$ cat config.mk
export PLATFORM = sky130hd
export DESIGN_NAME = rsa_modexp_core_flat
export DESIGN_NICKNAME = d
export VERILOG_FILES = /design/src/rtl/rsa_modexp_core_if.sv /design/src/rtl/rsa_modexp_core.sv /design/src/flat_wrapper.sv
export SDC_FILE = /design/constraint.sdc
export NUM_CORES = 1
export LEC_CHECK = 0
export CAP_MARGIN = 0
export CORE_MARGIN = 10
export CORE_UTILIZATION = 40
export DETAILED_ROUTE_END_ITERATION = 12
export HOLD_SLACK_MARGIN = 0.08
export MAX_ROUTING_LAYER = met4
export SETUP_SLACK_MARGIN = 0.15
export SLEW_MARGIN = 20
export SYNTH_ARGS = -nofsm -noshare
export SYNTH_HDL_FRONTEND = slang
export SYNTH_SLANG_ARGS = --single-unit
$ cat constraint.sdc
create_clock -name clk -period 6.77 [get_ports clk]
set_clock_uncertainty 0.1 [all_clocks]
set_input_delay 0.677 -clock clk [delete_from_list [all_inputs] [get_ports clk]]
set_output_delay 0.677 -clock clk [all_outputs]
set_load 0.005 [all_outputs]
$ cat src/rtl/rsa_modexp_core_if.sv
// Operand / control / result bundle between the RSA enable controller,
// the SPI register bank and the modular-exponentiation core.
interface rsa_if #(
  parameter int WIDTH = 8
);
  logic             en_rsa;
  logic             clear_rsa;
  logic [WIDTH-1:0] plain_text;
  logic [WIDTH-1:0] exp_e;
  logic [WIDTH-1:0] mod_n;
  logic [WIDTH-1:0] cipher_text;
  logic             eoc_rsa;

  modport master (
    output en_rsa, clear_rsa, plain_text, exp_e, mod_n,
    input  cipher_text, eoc_rsa
  );

  modport slave (
    input  en_rsa, clear_rsa, plain_text, exp_e, mod_n,
    output cipher_text, eoc_rsa
  );
endinterface

$ cat src/rtl/rsa_modexp_core.sv
// Constant-time RSA modular exponentiation: cipher = plain^e mod n.
// Left-to-right square-and-always-multiply; each modular product is formed
// bit-serially by interleaved shift/add/subtract, one multiplier bit per cycle.
module rsa_modexp_core #(
  parameter int WIDTH = 8
) (
  input  logic clk,
  input  logic rstb,
  input  logic ena,
  rsa_if.slave bus
);

  localparam int IW = (WIDTH > 1) ? $clog2(WIDTH) : 1;
  localparam logic [IW-1:0] IDX_MAX = IW'(WIDTH - 1);
  localparam logic [IW-1:0] IDX_ONE = IW'(1);

  typedef enum logic [1:0] {IDLE, SQR, MUL, DONE} state_t;

  state_t           state, state_nxt;
  logic [WIDTH-1:0] m_r, m_nxt;
  logic [WIDTH-1:0] e_r, e_nxt;
  logic [WIDTH-1:0] n_r, n_nxt;
  logic [WIDTH-1:0] acc, acc_nxt;
  logic [WIDTH+1:0] p_r, p_nxt;
  logic [IW-1:0]    i_r, i_nxt;
  logic [IW-1:0]    j_r, j_nxt;
  logic             bad_r, bad_nxt;
  logic [WIDTH-1:0] ct_r, ct_nxt;
  logic             eoc_r, eoc_nxt;
  logic [WIDTH+1:0] step_res;
  logic [WIDTH-1:0] mcand;

  // One interleaved modmul step: P = 2P + bit*b, then reduce below n.
  // With P < n and b < n the sum stays below 3n, so two subtracts suffice.
  function automatic logic [WIDTH+1:0] mod_step(
    input logic [WIDTH+1:0] p,
    input logic             mbit,
    input logic [WIDTH-1:0] b,
    input logic [WIDTH-1:0] n
  );
    logic [WIDTH+1:0] t;
    logic [WIDTH+1:0] nx;
    nx = {2'b00, n};
    t  = {p[WIDTH:0], 1'b0} + (mbit ? {2'b00, b} : '0);
    if (t >= nx) t = t - nx;
    if (t >= nx) t = t - nx;
    return t;
  endfunction

  // Square uses acc as multiplicand; multiply uses the latched message.
  assign mcand    = (state == MUL) ? m_r : acc;
  assign step_res = mod_step(p_r, acc[j_r], mcand, n_r);

  assign bus.cipher_text = ct_r;
  assign bus.eoc_rsa     = eoc_r;

  // Next-state and datapath: clear beats abort, abort beats the FSM.
  always_comb begin
    state_nxt = state;
    m_nxt     = m_r;
    e_nxt     = e_r;
    n_nxt     = n_r;
    acc_nxt   = acc;
    p_nxt     = p_r;
    i_nxt     = i_r;
    j_nxt     = j_r;
    bad_nxt   = bad_r;
    ct_nxt    = ct_r;
    eoc_nxt   = eoc_r;
    if (!bus.clear_rsa) begin
      state_nxt = IDLE;
      ct_nxt    = '0;
      eoc_nxt   = 1'b0;
    end else if (!bus.en_rsa) begin
      state_nxt = IDLE;
      eoc_nxt   = 1'b0;
    end else begin
      case (state)
        IDLE: begin
          m_nxt     = bus.plain_text;
          e_nxt     = bus.exp_e;
          n_nxt     = bus.mod_n;
          bad_nxt   = (bus.mod_n < WIDTH'(2)) || (bus.plain_text >= bus.mod_n);
          acc_nxt   = WIDTH'(1);
          p_nxt     = '0;
          i_nxt     = IDX_MAX;
          j_nxt     = IDX_MAX;
          eoc_nxt   = 1'b0;
          state_nxt = SQR;
        end
        SQR: begin
          if (j_r == '0) begin
            acc_nxt   = step_res[WIDTH-1:0];
            p_nxt     = '0;
            j_nxt     = IDX_MAX;
            state_nxt = MUL;
          end else begin
            p_nxt = step_res;
            j_nxt = j_r - IDX_ONE;
          end
        end
        MUL: begin
          if (j_r == '0) begin
            // Product is always computed; only committed when the exponent bit is set.
            if (e_r[i_r]) acc_nxt = step_res[WIDTH-1:0];
            p_nxt = '0;
            j_nxt = IDX_MAX;
            if (i_r == '0) begin
              state_nxt = DONE;
            end else begin
              i_nxt     = i_r - IDX_ONE;
              state_nxt = SQR;
            end
          end else begin
            p_nxt = step_res;
            j_nxt = j_r - IDX_ONE;
          end
        end
        DONE: begin
          ct_nxt  = bad_r ? '0 : acc;
          eoc_nxt = 1'b1;
        end
        default: state_nxt = IDLE;
      endcase
    end
  end

  // State and datapath registers; ena=0 freezes everything except reset.
  always_ff @(posedge clk) begin
    if (!rstb) begin
      state <= IDLE;
      m_r   <= '0;
      e_r   <= '0;
      n_r   <= '0;
      acc   <= '0;
      p_r   <= '0;
      i_r   <= '0;
      j_r   <= '0;
      bad_r <= 1'b0;
      ct_r  <= '0;
      eoc_r <= 1'b0;
    end else if (ena) begin
      state <= state_nxt;
      m_r   <= m_nxt;
      e_r   <= e_nxt;
      n_r   <= n_nxt;
      acc   <= acc_nxt;
      p_r   <= p_nxt;
      i_r   <= i_nxt;
      j_r   <= j_nxt;
      bad_r <= bad_nxt;
      ct_r  <= ct_nxt;
      eoc_r <= eoc_nxt;
    end
  end

endmodule

$ cat src/flat_wrapper.sv
// flat-port wrapper written by rule: the top's interface ports become plain ports
module rsa_modexp_core_flat 
#(
  parameter int WIDTH = 8
)
  (clk, rstb, ena, bus_en_rsa, bus_clear_rsa, bus_plain_text, bus_exp_e, bus_mod_n, bus_cipher_text, bus_eoc_rsa);
  rsa_if #(.WIDTH(WIDTH)) bus_i ();
  input  logic clk;
  input  logic rstb;
  input  logic ena;
  input wire logic [$bits(bus_i.en_rsa)-1:0] bus_en_rsa;
  input wire logic [$bits(bus_i.clear_rsa)-1:0] bus_clear_rsa;
  input wire logic [$bits(bus_i.plain_text)-1:0] bus_plain_text;
  input wire logic [$bits(bus_i.exp_e)-1:0] bus_exp_e;
  input wire logic [$bits(bus_i.mod_n)-1:0] bus_mod_n;
  output wire logic [$bits(bus_i.cipher_text)-1:0] bus_cipher_text;
  output wire logic [$bits(bus_i.eoc_rsa)-1:0] bus_eoc_rsa;
  assign bus_i.en_rsa = bus_en_rsa;
  assign bus_i.clear_rsa = bus_clear_rsa;
  assign bus_i.plain_text = bus_plain_text;
  assign bus_i.exp_e = bus_exp_e;
  assign bus_i.mod_n = bus_mod_n;
  assign bus_cipher_text = bus_i.cipher_text;
  assign bus_eoc_rsa = bus_i.eoc_rsa;
  rsa_modexp_core #(.WIDTH(WIDTH)) u_core (.clk(clk), .rstb(rstb), .ena(ena), .bus(bus_i));
endmodule
==> results of run 1 <==
==> power by group <==
part	switching [mW]	leakage [nW]	internal (mW)
registers	0.00821	0.478	0.356
logic	0.186	1.62	0.174
clock network	0.135	0.109	0.224
==> area by class of cell <==
cell class	instances	area share
inverter	34	0.02365
clock buffer	12	0.02875
clock inverter	2	0.01113
multi-input combinational	406	0.5456
tap	136	0.03153
timing repair buffer	88	0.1403
sequential	59	0.2191
==> final timing paths <==
path	start	end	slack, ns	cells past startpoint
setup reg to reg	u_core.j_r[0]	u_core.acc[7]	0.25	26
hold reg to reg	u_core.bus.cipher_text[1]	u_core.bus.cipher_text[1]	0.36	2
hold / removal	u_core.bus.cipher_text[1]	u_core.bus.cipher_text[1]	0.36	2
setup / recovery	u_core.j_r[0]	u_core.acc[7]	0.25	26
==> metal layers <==
| metal | part of all wire | vias up | GRT usage |
|---|---|---|---|
| met3 | 0.042 | 17 | 0.03053 |
| met4 | 0.015 | 0 | 0.04769 |
| met5 | 0 | - | - |
| met2 | 0.47 | 82 | 0.2517 |
| met1 | 0.48 | 1775 | 0.2135 |
| li1 | - | 1986 | - |
==> what timing repair did <==
action	4_1_cts	5_1_grt
pin swaps	6	16
setup endpoints to repair	14	17
resized for setup	6	35
setup buffers	6	7
hold buffers	0	0
gates cloned	1	0
==> cells in the mapped netlist (2+ instances only) <==
cell and count:
a211oi_1 3, a21boi_0 32, a21o_1 8, a21oi_1 19, a21oi_2 2, a221o_1 4, a22oi_1 2, a31oi_1 5
a41oi_1 2, and2_1 3, and3_1 2, clkbuf_1 15, dfxtp_1 59, fa_1 3, ha_1 39, inv_1 34
mux2_2 2, mux2_4 3, mux2i_1 17, mux4_2 2, nand2_1 91, nand2b_1 5, nand3_1 18, nor2_1 33
nor2b_1 13, nor3_1 6, nor3b_1 2, o211a_1 4, o211ai_1 3, o21a_1 5, o21ai_0 27, o21ai_1 5
o221ai_1 5, o2bb2a_1 2, or2_2 2, or3_1 3, xnor2_1 12, xor2_1 3
==> registers in the layout, summed over array words and instances (netlist names) <==
name	cells
u_core.acc	8
u_core.bad_r	1
u_core.bus.cipher_text	8
u_core.bus.eoc_rsa	1
u_core.e_r	8
u_core.i_r	3
u_core.j_r	3
u_core.m_r	8
u_core.n_r	8
u_core.p_r	9
u_core.state	2
==> kinds of logic (layout without fill, tap and decap cells) <==
logic type / Yosys count / in the layout
XOR/XNOR: 15 / 15
AND/OR/NAND/NOR: 184 / 185
adder cells (fa/ha/maj): 42 / 42
buffers and inverters: 51 / 136
flip-flops: 59 / 59
AO/OA/AOI/OAI: 140 / 140
multiplexers: 24 / 24
==> worst max-delay path: stages (launching register included) <==
cell and delay, ns:
dfxtp_2 0.36, mux4_2 0.53, mux2i_4 0.19, nor2_2 0.06, ha_2 0.20, fa_2 0.42, a211oi_2 0.26, nor2_1 0.08
o21a_1 0.19, nor2_2 0.15, xnor2_2 0.16, ha_4 0.26, a21oi_4 0.16, o21ai_2 0.09, or4b_4 0.50, or3_4 0.40
mux2_4 0.34, ha_4 0.22, nor2b_2 0.15, o31a_1 0.30, nor4b_2 0.30, a211oi_2 0.07, a31o_2 0.26, buf_4 0.16
o21ai_4 0.18, nor2_1 0.07, a221o_1 0.27
==> through the flow <==
step / hold slack (ns) / cells / power, mW
3_5_place_dp: 0.3575 / 709 / 0.6862
6_report: 0.3601 / 737 / 1.083
5_1_grt: 0.3784 / 737 / 1.138
3_3_place_gp: 0.3493 / 709 / 0.6861
2_1_floorplan: 0.3250 / 515 / 0.5730
4_1_cts: 0.3646 / 730 / 1.061
==> flow_metrics.py, run 1 <==
metrics = {
    "yosys": {
        "ys_top_cells_by_area": "dfxtp_1, ha_1, nand2_1",
        "synth_fp_nets": 586,
        "synth_edf_count": 0,
        "ys_seq_area_frac": 0.2847,
        "yosysWarnings": 0,
        "synth_top_family_by_area": "compound AO/OA/AOI/OAI gates",
        "synth_top_area_frac": 0.2847,
        "synthSimpleGateAreaFrac": 0.2002,
        "synth_area_per_cell_um2": 8.056,
        "synthMuxAreaShare": 0.06815,
        "ys_async_sr_fraction": 0,
        "yosysTopAreaCell": "dfxtp_1",
        "synthXorXnorAreaFrac": 0.03166,
        "synth_flop_cell": "dfxtp_1",
        "synth_area_um2": 4149,
        "synthCells": 515,
        "synth_cell_types": 58,
        "synth_seq_cells": 59,
        "synth-compound-area-share": 0.2352,
        "synth_adder_area_share": 0.1321,
    },
    "cts": {
        "root_buffer": "clkbuf_8",
        "cts_tree": "built",
        "cts.path.max_buffers": 2,
        "clk_latency_ns": 0.34,
        "clock-sinks": 59,
        "clkTransAtPathRegs_ns": 0.07,
        "cts_buffers": 9,
        "h-tree-depth": 3,
    },
    "power_and_ir_drop": {
        "p_leak_nw": 2.211,
        "vdd_drop_max_v": 0.0001309,
        "power.density_nw_per_um2": 200.7,
    },
    "timing": {
        "finalHoldViolCount": 0,
        "worst_pin_slew_ns": 1.037,
        "worst_slack_ns": 0.2477,
        "finalCritPeriodShare": 0.9634,
        "fin_tns_setup_ns": 0,
        "rsz0062_at_grt": "true",
        "max_freq_mhz": 153.3,
        "layout_min_cycle_time_ns": 6.522,
        "setup-violations-final": 0,
        "slew_headroom": 0.3064,
        "report.final.slew_viol_count": 0,
    },
    "place": {
        "io_buffers": 37,
        "dp_hpwl_um": 9425,
        "placed_area_um2": 4916,
        "gp_congestion": 0.9200,
        "post-place-ws_ns": 0.02622,
    },
    "finish": {
        "final_common_cell": "nand2_1",
        "fillers": 1000,
        "fin_util": 0.5275,
        "seq_area_um2": 1182,
        "final_cell_mix": "nand2_1, dfxtp_1, buf_4",
        "stdcell_area_um2": 5396,
        "area_growth_pct": 30.07,
        "nets": 669,
        "multiInputGateArea_um2": 2944,
        "antenna_cells": 0,
        "drive_above_1_share": 0.1847,
    },
    "floorplanning": {
        "dieArea_um2": 14850,
        "die_height_um": 121.8,
        "die_w_um": 121.8,
        "initial_core_util": 0.4055,
        "io_pins": 38,
        "num_rows": 37,
        "core_area_um2": 10230,
    },
    "grt": {
        "overflow": 0,
        "grt_max_degree": 50,
        "grt_pass1_wl_um": 19060,
        "antenna_found_initial": 0,
        "track_usage": 0.1637,
        "grt_pass1_vias": 3885,
    },
    "detailed_routing": {
        "wl_per_cell_um": 16.05,
        "wl_um": 11830,
        "drt-initial-drc-count": 291,
        "vias_per_cell": 5.237,
        "dr.pass1.iters": 4,
        "ant_nets": 0,
        "drc_errors": 0,
        "vias": 3860,
    },
    "run_status": {
        "status": "complete, no violations",
    },
    "critical_path": {
        "critical_path.max_fanout": 5,
        "worstSetupPathType": "register to register",
        "critPathRequiredTime_ns": 6.90,
        "endpoint_kind": "register",
        "worst_setup_path_start_kind": "register",
        "crit_arrival_ns": 6.66,
    },
    "job": {
        "cap_violations": 0,
    },
    "worst_hold_path": {
        "min_path_type": "register to register",
    },
}
No activity file was read; power rests on OpenSTA's default activity.
==> run 2: changes to the inputs <==
--- a/config.mk
+++ b/config.mk
@@ -11,7 +11,7 @@
 export DETAILED_ROUTE_END_ITERATION = 12
 export HOLD_SLACK_MARGIN = 0.08
 export MAX_ROUTING_LAYER = met4
-export SETUP_SLACK_MARGIN = 0.15
+export SETUP_SLACK_MARGIN = 0.3
 export SLEW_MARGIN = 20
 export SYNTH_ARGS = -nofsm -noshare
 export SYNTH_HDL_FRONTEND = slang
==> run 2 against run 1 <==
Against the previous run: combinational power increased by 4%; first-iteration DRC count shrank 29%; via count is 0.39% lower; global-route usage fell by 0.69 points; power down 3.4%; critical path depth unchanged; worst hold slack got worse by 0.00084 ns; largest power group is now combinational logic.
==> flow_metrics.py, run 2 (synthesized netlist as in run 1, its figures left out) <==
metrics = {
    "worst_hold_path": {
        "min_path_type": "register to register",
        "hp-start": "u_core.bus.cipher_text[0]",
    },
    "detailed_routing": {
        "wl_um": 11780,
        "wl_per_cell_um": 16.22,
        "dr.pass1.iters": 4,
        "vias": 3845,
        "drt-initial-drc-count": 207,
        "drc_errors": 0,
        "vias_per_cell": 5.296,
        "ant_nets": 0,
    },
    "cts": {
        "clock-sinks": 59,
        "clk_latency_ns": 0.34,
        "cts_tree": "built",
        "cts_buffers": 9,
        "cts.path.max_buffers": 2,
        "h-tree-depth": 3,
        "cts-hold-fix-buffers": 0,
        "root_buffer": "clkbuf_8",
        "clkTransAtPathRegs_ns": 0.07,
    },
    "timing": {
        "report.final.slew_viol_count": 0,
        "max_freq_mhz": 157.2,
        "rsz0062_at_grt": "true",
        "finalCritPeriodShare": 0.9396,
        "fin_tns_setup_ns": 0,
        "slew_headroom": 0.6249,
        "setup-violations-final": 0,
        "worst_pin_slew_ns": 0.5626,
        "finalHoldViolCount": 0,
        "layout_min_cycle_time_ns": 6.361,
    },
    "floorplanning": {
        "initial_core_util": 0.4055,
        "die_w_um": 121.8,
        "dieArea_um2": 14850,
        "die_height_um": 121.8,
        "num_rows": 37,
        "core_area_um2": 10230,
        "io_pins": 38,
    },
    "power_and_ir_drop": {
        "power.density_nw_per_um2": 196.9,
        "power_frac_clock": 0.296,
        "internal_power_uw": 698.1,
        "power_frac_seq": 0.348,
        "p_leak_nw": 2.162,
        "vdd_drop_max_v": 0.00009066,
        "power_frac_comb": 0.356,
        "p_sw_frac": 0.3331,
        "switchingPower_uw": 348.6,
    },
    "grt": {
        "grt_max_degree": 50,
        "track_usage": 0.1568,
        "antenna_found_initial": 0,
        "grt_pass1_wl_um": 18350,
        "overflow": 0,
        "grt_pass1_vias": 3660,
    },
    "critical_path": {
        "critPathRequiredTime_ns": 6.94,
        "crit_path_max_incr_delay_ns": 0.53,
        "reg2reg_from": "u_core.j_r[0]",
        "crit_arrival_ns": 6.53,
        "worst_setup_path_start_kind": "register",
        "startpoint": "u_core.j_r[0]",
        "endpoint_kind": "register",
        "worstSetupPathType": "register to register",
        "critical_path.max_fanout": 7,
        "cp_slowest_cell": "mux4_2",
    },
    "finish": {
        "antenna_cells": 0,
        "area_growth_pct": 28.11,
        "final_cell_mix": "nand2_1, dfxtp_1, clkdlybuf4s50_1, buf_4, ha_1",
        "stdcell_area_um2": 5315,
        "nets": 656,
        "largest_register_ffs": 9,
        "drive_above_1_share": 0.1746,
        "fillers": 983,
        "top_register": "u_core.p_r",
        "final_common_cell": "nand2_1",
    },
    "place": {
        "placed_area_um2": 4762,
        "io_buffers": 37,
        "gp_congestion": 0.9284,
        "dp_hpwl_um": 8970,
    },
    "job": {
        "cap_violations": 0,
    },
    "run_status": {
        "status": "complete, no violations",
    },
}
==> run 2: worst max-delay path, delay by kind of cell, from the launching register on <==
| family | cells | cell delay, ns |
|---|---|---|
| compound gates | 8 | 1.51 |
| simple gates | 8 | 1.41 |
| fa+ha+maj | 5 | 1.38 |
| mux | 4 | 1.35 |
| flops | 1 | 0.38 |
| xor+xnor | 1 | 0.17 |
==> run 2: timing repair <==
| action | in CTS | in global routing |
|---|---|---|
| cloned | 0 | 0 |
| pin swaps | 17 | 18 |
| resized for setup | 23 | 19 |
| setup endpoints to repair | 17 | 17 |
| setup buffers | 15 | 8 |
==> run 2: worst paths after layout <==
check | end | slack (ns) | depth (start not counted)
setup / recovery | u_core.acc[0] | 0.41 | 26
hold reg to reg | u_core.bus.cipher_text[0] | 0.36 | 2
setup reg to reg | u_core.acc[0] | 0.41 | 26
hold / removal | u_core.bus.cipher_text[0] | 0.36 | 2
==> run 2: layout make-up <==
cell class	instances	area, um2	share of cell area
clock inverter	5	53.80	0.01012
multi-input combinational	405	2977	0.5600
tap	136	170.2	0.03202
clock buffer	11	131.4	0.02472
inverter	34	127.6	0.02401
timing repair buffer	76	670.6	0.1262
sequential	59	1185	0.2229
==> run 2: through the flow <==
stage,setup slack (ns),utilization,std cells,power (mW),hold WS [ns]
final,0.4086,0.5195,726,1.047,0.3592
after floorplan,0.3589,-,515,0.5804,0.3250
after CTS,0.2613,0.5040,717,1.028,0.3645
after global routing,0.1823,0.5195,726,1.100,0.3837
after detailed placement,-0.06726,0.4655,686,0.6769,0.3543
after global placement,0.1375,0.4655,686,0.6757,0.3518
==> run 2: metal layers <==
layer,track usage,routed length (um)
met5,-,0
met4,0.04471,196
met3,0.02683,615
met2,0.2453,5517
met1,0.2030,5447
==> run 2: power by group through the flow <==
stage	Sequential (mW)	Combinational (mW)	Clock (mW)
6_report	0.365	0.373	0.309
3_3_place_gp	0.372	0.304	0
3_5_place_dp	0.372	0.304	0
5_1_grt	0.365	0.402	0.333
4_1_cts	0.364	0.346	0.318
2_1_floorplan	0.369	0.211	0
